===== src/rtl/mul_div_pkg.sv =====
// Shared op encodings and FSM state type for the iterative mul/div unit.
package mul_div_pkg;

    localparam logic OP_MUL = 1'b0;
    localparam logic OP_DIV = 1'b1;

    typedef enum logic [1:0] {
        S_IDLE,
        S_RUN,
        S_DONE
    } state_e;

endpackage


===== src/rtl/muldiv_sign_fix.sv =====
// Combinational magnitude extraction at accept and sign restore at DONE entry.
// Only instantiated when MULDIV_SIGNED_EN is defined.
module muldiv_sign_fix
    import mul_div_pkg::*;
#(
    parameter int WIDTH = 8
) (
    input  logic             sgn,
    input  logic             op,
    input  logic [WIDTH-1:0] a,
    input  logic [WIDTH-1:0] b,
    output logic [WIDTH-1:0] a_mag,
    output logic [WIDTH-1:0] b_mag,
    output logic             neg_lo,
    output logic             neg_hi,
    input  logic             fix_op,
    input  logic             fix_neg_lo,
    input  logic             fix_neg_hi,
    input  logic [WIDTH-1:0] raw_lo,
    input  logic [WIDTH-1:0] raw_hi,
    output logic [WIDTH-1:0] out_lo,
    output logic [WIDTH-1:0] out_hi
);

    logic               a_neg;
    logic               b_neg;
    logic [2*WIDTH-1:0] prod;
    logic [2*WIDTH-1:0] prod_n;

    always_comb begin
        a_neg = sgn & a[WIDTH-1];
        b_neg = sgn & b[WIDTH-1];
        a_mag = a_neg ? (~a + 1'b1) : a;
        b_mag = b_neg ? (~b + 1'b1) : b;
        // A zero divisor keeps the all-ones quotient and lets |a| map back to a.
        if (op == OP_MUL) begin
            neg_lo = a_neg ^ b_neg;
            neg_hi = a_neg ^ b_neg;
        end else begin
            neg_lo = (a_neg ^ b_neg) & (b != '0);
            neg_hi = a_neg;
        end
    end

    always_comb begin
        prod   = {raw_hi, raw_lo};
        prod_n = ~prod + 1'b1;
        out_lo = raw_lo;
        out_hi = raw_hi;
        if (fix_op == OP_MUL) begin
            if (fix_neg_lo) begin
                {out_hi, out_lo} = prod_n;
            end
        end else begin
            if (fix_neg_lo) out_lo = ~raw_lo + 1'b1;
            if (fix_neg_hi) out_hi = ~raw_hi + 1'b1;
        end
    end

endmodule


===== src/rtl/mul_div_seq.sv =====
// Iterative shift-add multiply / restoring divide with start/busy/done handshake.
// Optional two's-complement mode is enabled by defining MULDIV_SIGNED_EN.
module mul_div_seq
    import mul_div_pkg::*;
#(
    parameter int WIDTH = 8
) (
    input  logic             clk,
    input  logic             rst,
    input  logic             start,
    input  logic             op,
`ifdef MULDIV_SIGNED_EN
    input  logic             signed_op,
`endif
    input  logic [WIDTH-1:0] a,
    input  logic [WIDTH-1:0] b,
    output logic             busy,
    output logic             done,
    output logic [WIDTH-1:0] result,
    output logic [WIDTH-1:0] result_hi,
    output logic             div_by_zero
);

    localparam int CNT_W = $clog2(WIDTH + 1);
    localparam logic [CNT_W-1:0] LAST = CNT_W'(WIDTH - 1);

    state_e           state_q, state_d;
    logic [CNT_W-1:0] cnt_q, cnt_d;
    logic             op_q, op_d;
    logic [WIDTH-1:0] opnd_q, opnd_d;
    logic [WIDTH:0]   hi_q, hi_d;
    logic [WIDTH-1:0] lo_q, lo_d;
    logic [WIDTH-1:0] res_q, res_d;
    logic [WIDTH-1:0] res_hi_q, res_hi_d;
    logic             dbz_q, dbz_d;

    logic             accept;
    logic [WIDTH-1:0] a_mag, b_mag;
    logic             neg_lo, neg_hi;
    logic             neg_lo_q, neg_lo_d;
    logic             neg_hi_q, neg_hi_d;
    logic [WIDTH:0]   it_hi;
    logic [WIDTH-1:0] it_lo;
    logic [WIDTH-1:0] fix_lo, fix_hi;

    logic [WIDTH:0]   sum;
    logic [WIDTH:0]   sh;
    logic [WIDTH+1:0] diff;
    logic             ge;

`ifdef MULDIV_SIGNED_EN
    muldiv_sign_fix #(.WIDTH(WIDTH)) u_sign_fix (
        .sgn        (signed_op),
        .op         (op),
        .a          (a),
        .b          (b),
        .a_mag      (a_mag),
        .b_mag      (b_mag),
        .neg_lo     (neg_lo),
        .neg_hi     (neg_hi),
        .fix_op     (op_q),
        .fix_neg_lo (neg_lo_q),
        .fix_neg_hi (neg_hi_q),
        .raw_lo     (it_lo),
        .raw_hi     (it_hi[WIDTH-1:0]),
        .out_lo     (fix_lo),
        .out_hi     (fix_hi)
    );
`else
    assign a_mag  = a;
    assign b_mag  = b;
    assign neg_lo = 1'b0;
    assign neg_hi = 1'b0;
    assign fix_lo = it_lo;
    assign fix_hi = it_hi[WIDTH-1:0];
`endif

    // Remainder MSB is always clear once a step settles; kept for the trial subtract.
    logic unused_bits;
    assign unused_bits = ^{hi_q[WIDTH], it_hi[WIDTH], neg_lo_q, neg_hi_q};

    always_comb begin
        sum  = {1'b0, hi_q[WIDTH-1:0]} + (lo_q[0] ? {1'b0, opnd_q} : '0);
        sh   = {hi_q[WIDTH-1:0], lo_q[WIDTH-1]};
        diff = {1'b0, sh} - {2'b0, opnd_q};
        ge   = ~diff[WIDTH+1];
        if (op_q == OP_MUL) begin
            it_hi = {1'b0, sum[WIDTH:1]};
            it_lo = {sum[0], lo_q[WIDTH-1:1]};
        end else begin
            it_hi = ge ? diff[WIDTH:0] : sh;
            it_lo = {lo_q[WIDTH-2:0], ge};
        end
    end

    always_comb begin
        state_d  = state_q;
        cnt_d    = cnt_q;
        op_d     = op_q;
        opnd_d   = opnd_q;
        hi_d     = hi_q;
        lo_d     = lo_q;
        res_d    = res_q;
        res_hi_d = res_hi_q;
        dbz_d    = dbz_q;
        neg_lo_d = neg_lo_q;
        neg_hi_d = neg_hi_q;
        accept   = start && (state_q != S_RUN);

        unique case (state_q)
            S_IDLE: begin
                if (accept) state_d = S_RUN;
            end
            S_RUN: begin
                hi_d  = it_hi;
                lo_d  = it_lo;
                cnt_d = cnt_q + CNT_W'(1);
                if (cnt_q == LAST) begin
                    state_d  = S_DONE;
                    cnt_d    = '0;
                    res_d    = fix_lo;
                    res_hi_d = fix_hi;
                    dbz_d    = (op_q == OP_DIV) && (opnd_q == '0);
                end
            end
            S_DONE: begin
                state_d = accept ? S_RUN : S_IDLE;
            end
            default: state_d = S_IDLE;
        endcase

        if (accept) begin
            op_d     = op;
            cnt_d    = '0;
            hi_d     = '0;
            opnd_d   = (op == OP_MUL) ? a_mag : b_mag;
            lo_d     = (op == OP_MUL) ? b_mag : a_mag;
            neg_lo_d = neg_lo;
            neg_hi_d = neg_hi;
        end
    end

    always_ff @(posedge clk) begin
        if (rst) begin
            state_q  <= S_IDLE;
            cnt_q    <= '0;
            op_q     <= OP_MUL;
            opnd_q   <= '0;
            hi_q     <= '0;
            lo_q     <= '0;
            res_q    <= '0;
            res_hi_q <= '0;
            dbz_q    <= 1'b0;
            neg_lo_q <= 1'b0;
            neg_hi_q <= 1'b0;
        end else begin
            state_q  <= state_d;
            cnt_q    <= cnt_d;
            op_q     <= op_d;
            opnd_q   <= opnd_d;
            hi_q     <= hi_d;
            lo_q     <= lo_d;
            res_q    <= res_d;
            res_hi_q <= res_hi_d;
            dbz_q    <= dbz_d;
            neg_lo_q <= neg_lo_d;
            neg_hi_q <= neg_hi_d;
        end
    end

    assign busy        = (state_q == S_RUN);
    assign done        = (state_q == S_DONE);
    assign result      = res_q;
    assign result_hi   = res_hi_q;
    assign div_by_zero = dbz_q;

endmodule


===== config.mk =====
export PLATFORM = sky130hd
export DESIGN_NAME = mul_div_seq
export DESIGN_NICKNAME = d
export VERILOG_FILES = /design/src/rtl/mul_div_pkg.sv /design/src/rtl/muldiv_sign_fix.sv /design/src/rtl/mul_div_seq.sv
export SDC_FILE = /design/constraint.sdc
export NUM_CORES = 1
export LEC_CHECK = 0
export CORE_ASPECT_RATIO = 0.9
export CORE_UTILIZATION = 40
export DETAILED_ROUTE_END_ITERATION = 16
export PLACE_DENSITY = 0.63
export SYNTH_ARGS = -nofsm -noshare
export SYNTH_HDL_FRONTEND = slang
export SYNTH_SLANG_ARGS = --single-unit

===== constraint.sdc =====
create_clock -name clk -period 2.9 [get_ports clk]
set_clock_uncertainty 0.05 [all_clocks]
set_input_delay 0.435 -clock clk [delete_from_list [all_inputs] [get_ports clk]]
set_output_delay 0.435 -clock clk [all_outputs]
set_load 0.02 [all_outputs]

==> results.sh <==
export IMPL_final_core_util=0.496
export IMPL_grt_use_met3=0.0284
export IMPL_cts_setup_buffers=0
export IMPL_pwr_share_seq=0.448
export IMPL_drive_gt1_frac=0.0644
export IMPL_period_needed_ps=2590
export IMPL_critPathRequiredTime_ps=3070
export IMPL_ys_seq_area_frac=0.328
export IMPL_synthDistinctLibCells=48
export IMPL_drv_slew=0
export IMPL_outcome="finished, final reports clean"
export IMPL_cts_root_buf="clkbuf_8"
export IMPL_switching_share=0.301
export IMPL_r2r_setup_slack_ps=310
export IMPL_clockPowerShare=0.326
export IMPL_design_area_sq_mm=0.00351
export IMPL_die_x_microns=92.1
export IMPL_post_drt_wl_per_cell_microns=15.2
export IMPL_start_kind="flop"
export IMPL_synthArstFlopShare=0
export IMPL_hold_class="flop to flop"
export IMPL_place_gp_congestion=0.877
export IMPL_peakVddDrop_mv=0.231
export IMPL_nNetsFinal=426
export IMPL_rr_endpoint="result_hi[7]"
export IMPL_met2_usage=0.327
export IMPL_p_int_uw=1130
export IMPL_ant_nets=0
export IMPL_io_buffers=38
export IMPL_cts_resized=0
export IMPL_relSlewSlack=0.483
export IMPL_overflow=0
export IMPL_grt_pass1_wl_mm=11.8
export IMPL_syn_area_per_cell_sq_um=8.24
export IMPL_tightest_slew_ps=774
export IMPL_dpl_instance_area_sq_mm=0.00339
export IMPL_wl_mm=7.33
export IMPL_powerDensity_mw_per_mm2=460
export IMPL_cap_violations=0
export IMPL_antenna_cells=0
export IMPL_clk_path_buf_depth=2
export IMPL_ctsHtreeMaxLevel=2
export IMPL_p_switching_uw=486
export IMPL_dp_hpwl_mm=5.49
export IMPL_grt_setup_unrepaired="no"
export IMPL_grt_pass1_vias=2423
export IMPL_period_share=0.893
export IMPL_yosys_warnings=0
export IMPL_initial_core_util=0.413
export IMPL_die_area_sq_mm=0.00766
export IMPL_synth_nets=394
export IMPL_cts_hold_buf=0
export IMPL_vias_per_cell=5.42
export IMPL_area_growth_pct=19.9
export IMPL_r2r_start="lo_q[0]"
export IMPL_fillers=690
export IMPL_crit_arrival_ps=2760
export IMPL_rows=29
export IMPL_drc_errors=0
export IMPL_gr_max_usage_layer="met2"
export IMPL_grt_antenna_before_repair=0
export IMPL_holdPathEnd="result[0]"
export IMPL_finalSetupViolations=0
export IMPL_finalHoldViolations=0
export IMPL_postSynthCellCount=355
export IMPL_reg2reg_depth=10
export IMPL_grt_max_degree=34
export IMPL_clock_fmax_ghz=0.386
export IMPL_drtPass1Iterations=4
export IMPL_vias=2609
export IMPL_cp_end_kind="flop"
export IMPL_whs_ps=420
export IMPL_coreArea_sq_mm=0.00708
export IMPL_die_h_microns=83.1
export IMPL_total_leakage_power_uw=0.00139
export IMPL_pwr_share_comb=0.226
export IMPL_drtIter0Drc=144
export IMPL_setup_tns_ps=0
export IMPL_io_pins=39
export IMPL_grt_usage=0.195
export IMPL_met1_usage=0.265
export IMPL_syn_area_sq_mm=0.00293
export IMPL_synth_seq_cells=48
export IMPL_whs_path_depth=2
export IMPL_worstHoldStart="result[0]"
export IMPL_cts_sinks=48
export IMPL_clk_pin_slew_ps=100
export IMPL_clock_latency_ps=310
export IMPL_critical_path_class="flop to flop"
export IMPL_cts_tree="yes"
export IMPL_synth_ff_type="dfxtp_1"
export IMPL_critPathMaxFanout=10
export IMPL_cts_buffers=5
export IMPL_synth_edf_count=0
[cell usage in the layout (no fill, tap or decap), drive strengths merged, types with 8 or more instances in the layout]
| master | instances |
|---|---|
| nor2 | 52 |
| ha | 17 |
| nand2 | 14 |
| clkdlybuf4s50 | 38 |
| buf | 8 |
| dfxtp | 48 |
| o21ai | 15 |
| mux2i | 27 |
| and2 | 9 |
| inv | 19 |
| a21oi | 33 |
| a211oi | 28 |
[power by group through the flow]
stage	logic, uW	clock network (uW)	registers [uW]
finish	365	526	722
global route	403	565	726
CTS	363	534	722
detailed placement	361	0	737
global placement	359	0	736
floorplan	269	0	724
[critical path, cell delays in order, from the launching register on]
cell and delay [ps]:
dfxtp_1 530, and2_1 180, ha_1 160, inv_1 50, fa_1 380, nor2b_1 210
o21bai_1 140, a21oi_1 170, or4b_1 130, o311ai_0 210, o32ai_1 280
[registers in the layout, indices dropped and copies added, names as in the netlist]
name / cells
cnt_q: 4
state_q: 2
div_by_zero: 1
op_q: 1
hi_q: 8
result: 8
lo_q: 8
opnd_q: 8
result_hi: 8
[synth_stat cells, types with 3 or more instances]
| master | number | area share |
|---|---|---|
| nor2_1 | 52 | 0.067 |
| dfxtp_1 | 48 | 0.33 |
| a21oi_1 | 32 | 0.055 |
| a211oi_1 | 28 | 0.072 |
| mux2i_1 | 27 | 0.092 |
| inv_1 | 19 | 0.024 |
| ha_1 | 17 | 0.073 |
| nand2_1 | 14 | 0.018 |
| o21ai_0 | 14 | 0.024 |
| clkbuf_1 | 11 | 0.014 |
| buf_2 | 9 | 0.015 |
| and2_1 | 8 | 0.017 |
| nand2b_1 | 7 | 0.015 |
| xor2_1 | 6 | 0.018 |
| nor2b_1 | 5 | 0.011 |
| nand3_1 | 4 | 0.0068 |
| nor4_1 | 4 | 0.0086 |
| o22ai_1 | 4 | 0.0086 |
| a21o_1 | 3 | 0.0077 |
| a31oi_1 | 3 | 0.0064 |
| o31ai_1 | 3 | 0.0077 |
[kinds of logic after synthesis]
logic type / synth area share
adders and majority gates: 0.0864
AOI/OAI and AO/OA: 0.222
buffers and inverters: 0.0577
and+or+nand+nor: 0.185
DFF: 0.328
xor gates and xnor gates: 0.0240
muxes: 0.0962
[layer usage]
layer	part of all wire	up-vias
met5	0	-
met4	0.0072	0
met3	0.042	7
met2	0.47	68
met1	0.48	1195
li1	-	1339
[worst max path at each step]
stage | start | to | slack [ps] | cells after the start
3_3_place_gp | lo_q[0] | result_hi[7] | 310 | 10
5_1_grt | lo_q[0] | result_hi[7] | 120 | 10
3_5_place_dp | lo_q[0] | result_hi[7] | 320 | 10
4_1_cts | lo_q[0] | result_hi[7] | 290 | 10
2_1_floorplan | lo_q[0] | result_hi[5] | 790 | 10
6_report | lo_q[0] | result_hi[7] | 310 | 10
[layout make-up]
cell class,instances,area [sq um],share of cell area
clock buffers,6,82.6,0.0235
clock inverters,2,38.8,0.0111
inverters,19,71.3,0.0203
multi-input cells,267,1800,0.512
flip-flops and latches,48,961,0.274
well taps,93,116,0.0332
repair buffers,46,440,0.126
[through the flow]
stage | cells | setup WS (ps) | total power [uW]
2_1_floorplan | 355 | 791 | 992
3_3_place_gp | 473 | 307 | 1100
3_5_place_dp | 473 | 316 | 1100
4_1_cts | 481 | 295 | 1620
5_1_grt | 481 | 117 | 1690
6_report | 481 | 311 | 1610
(Power assumes the default switching activity.)
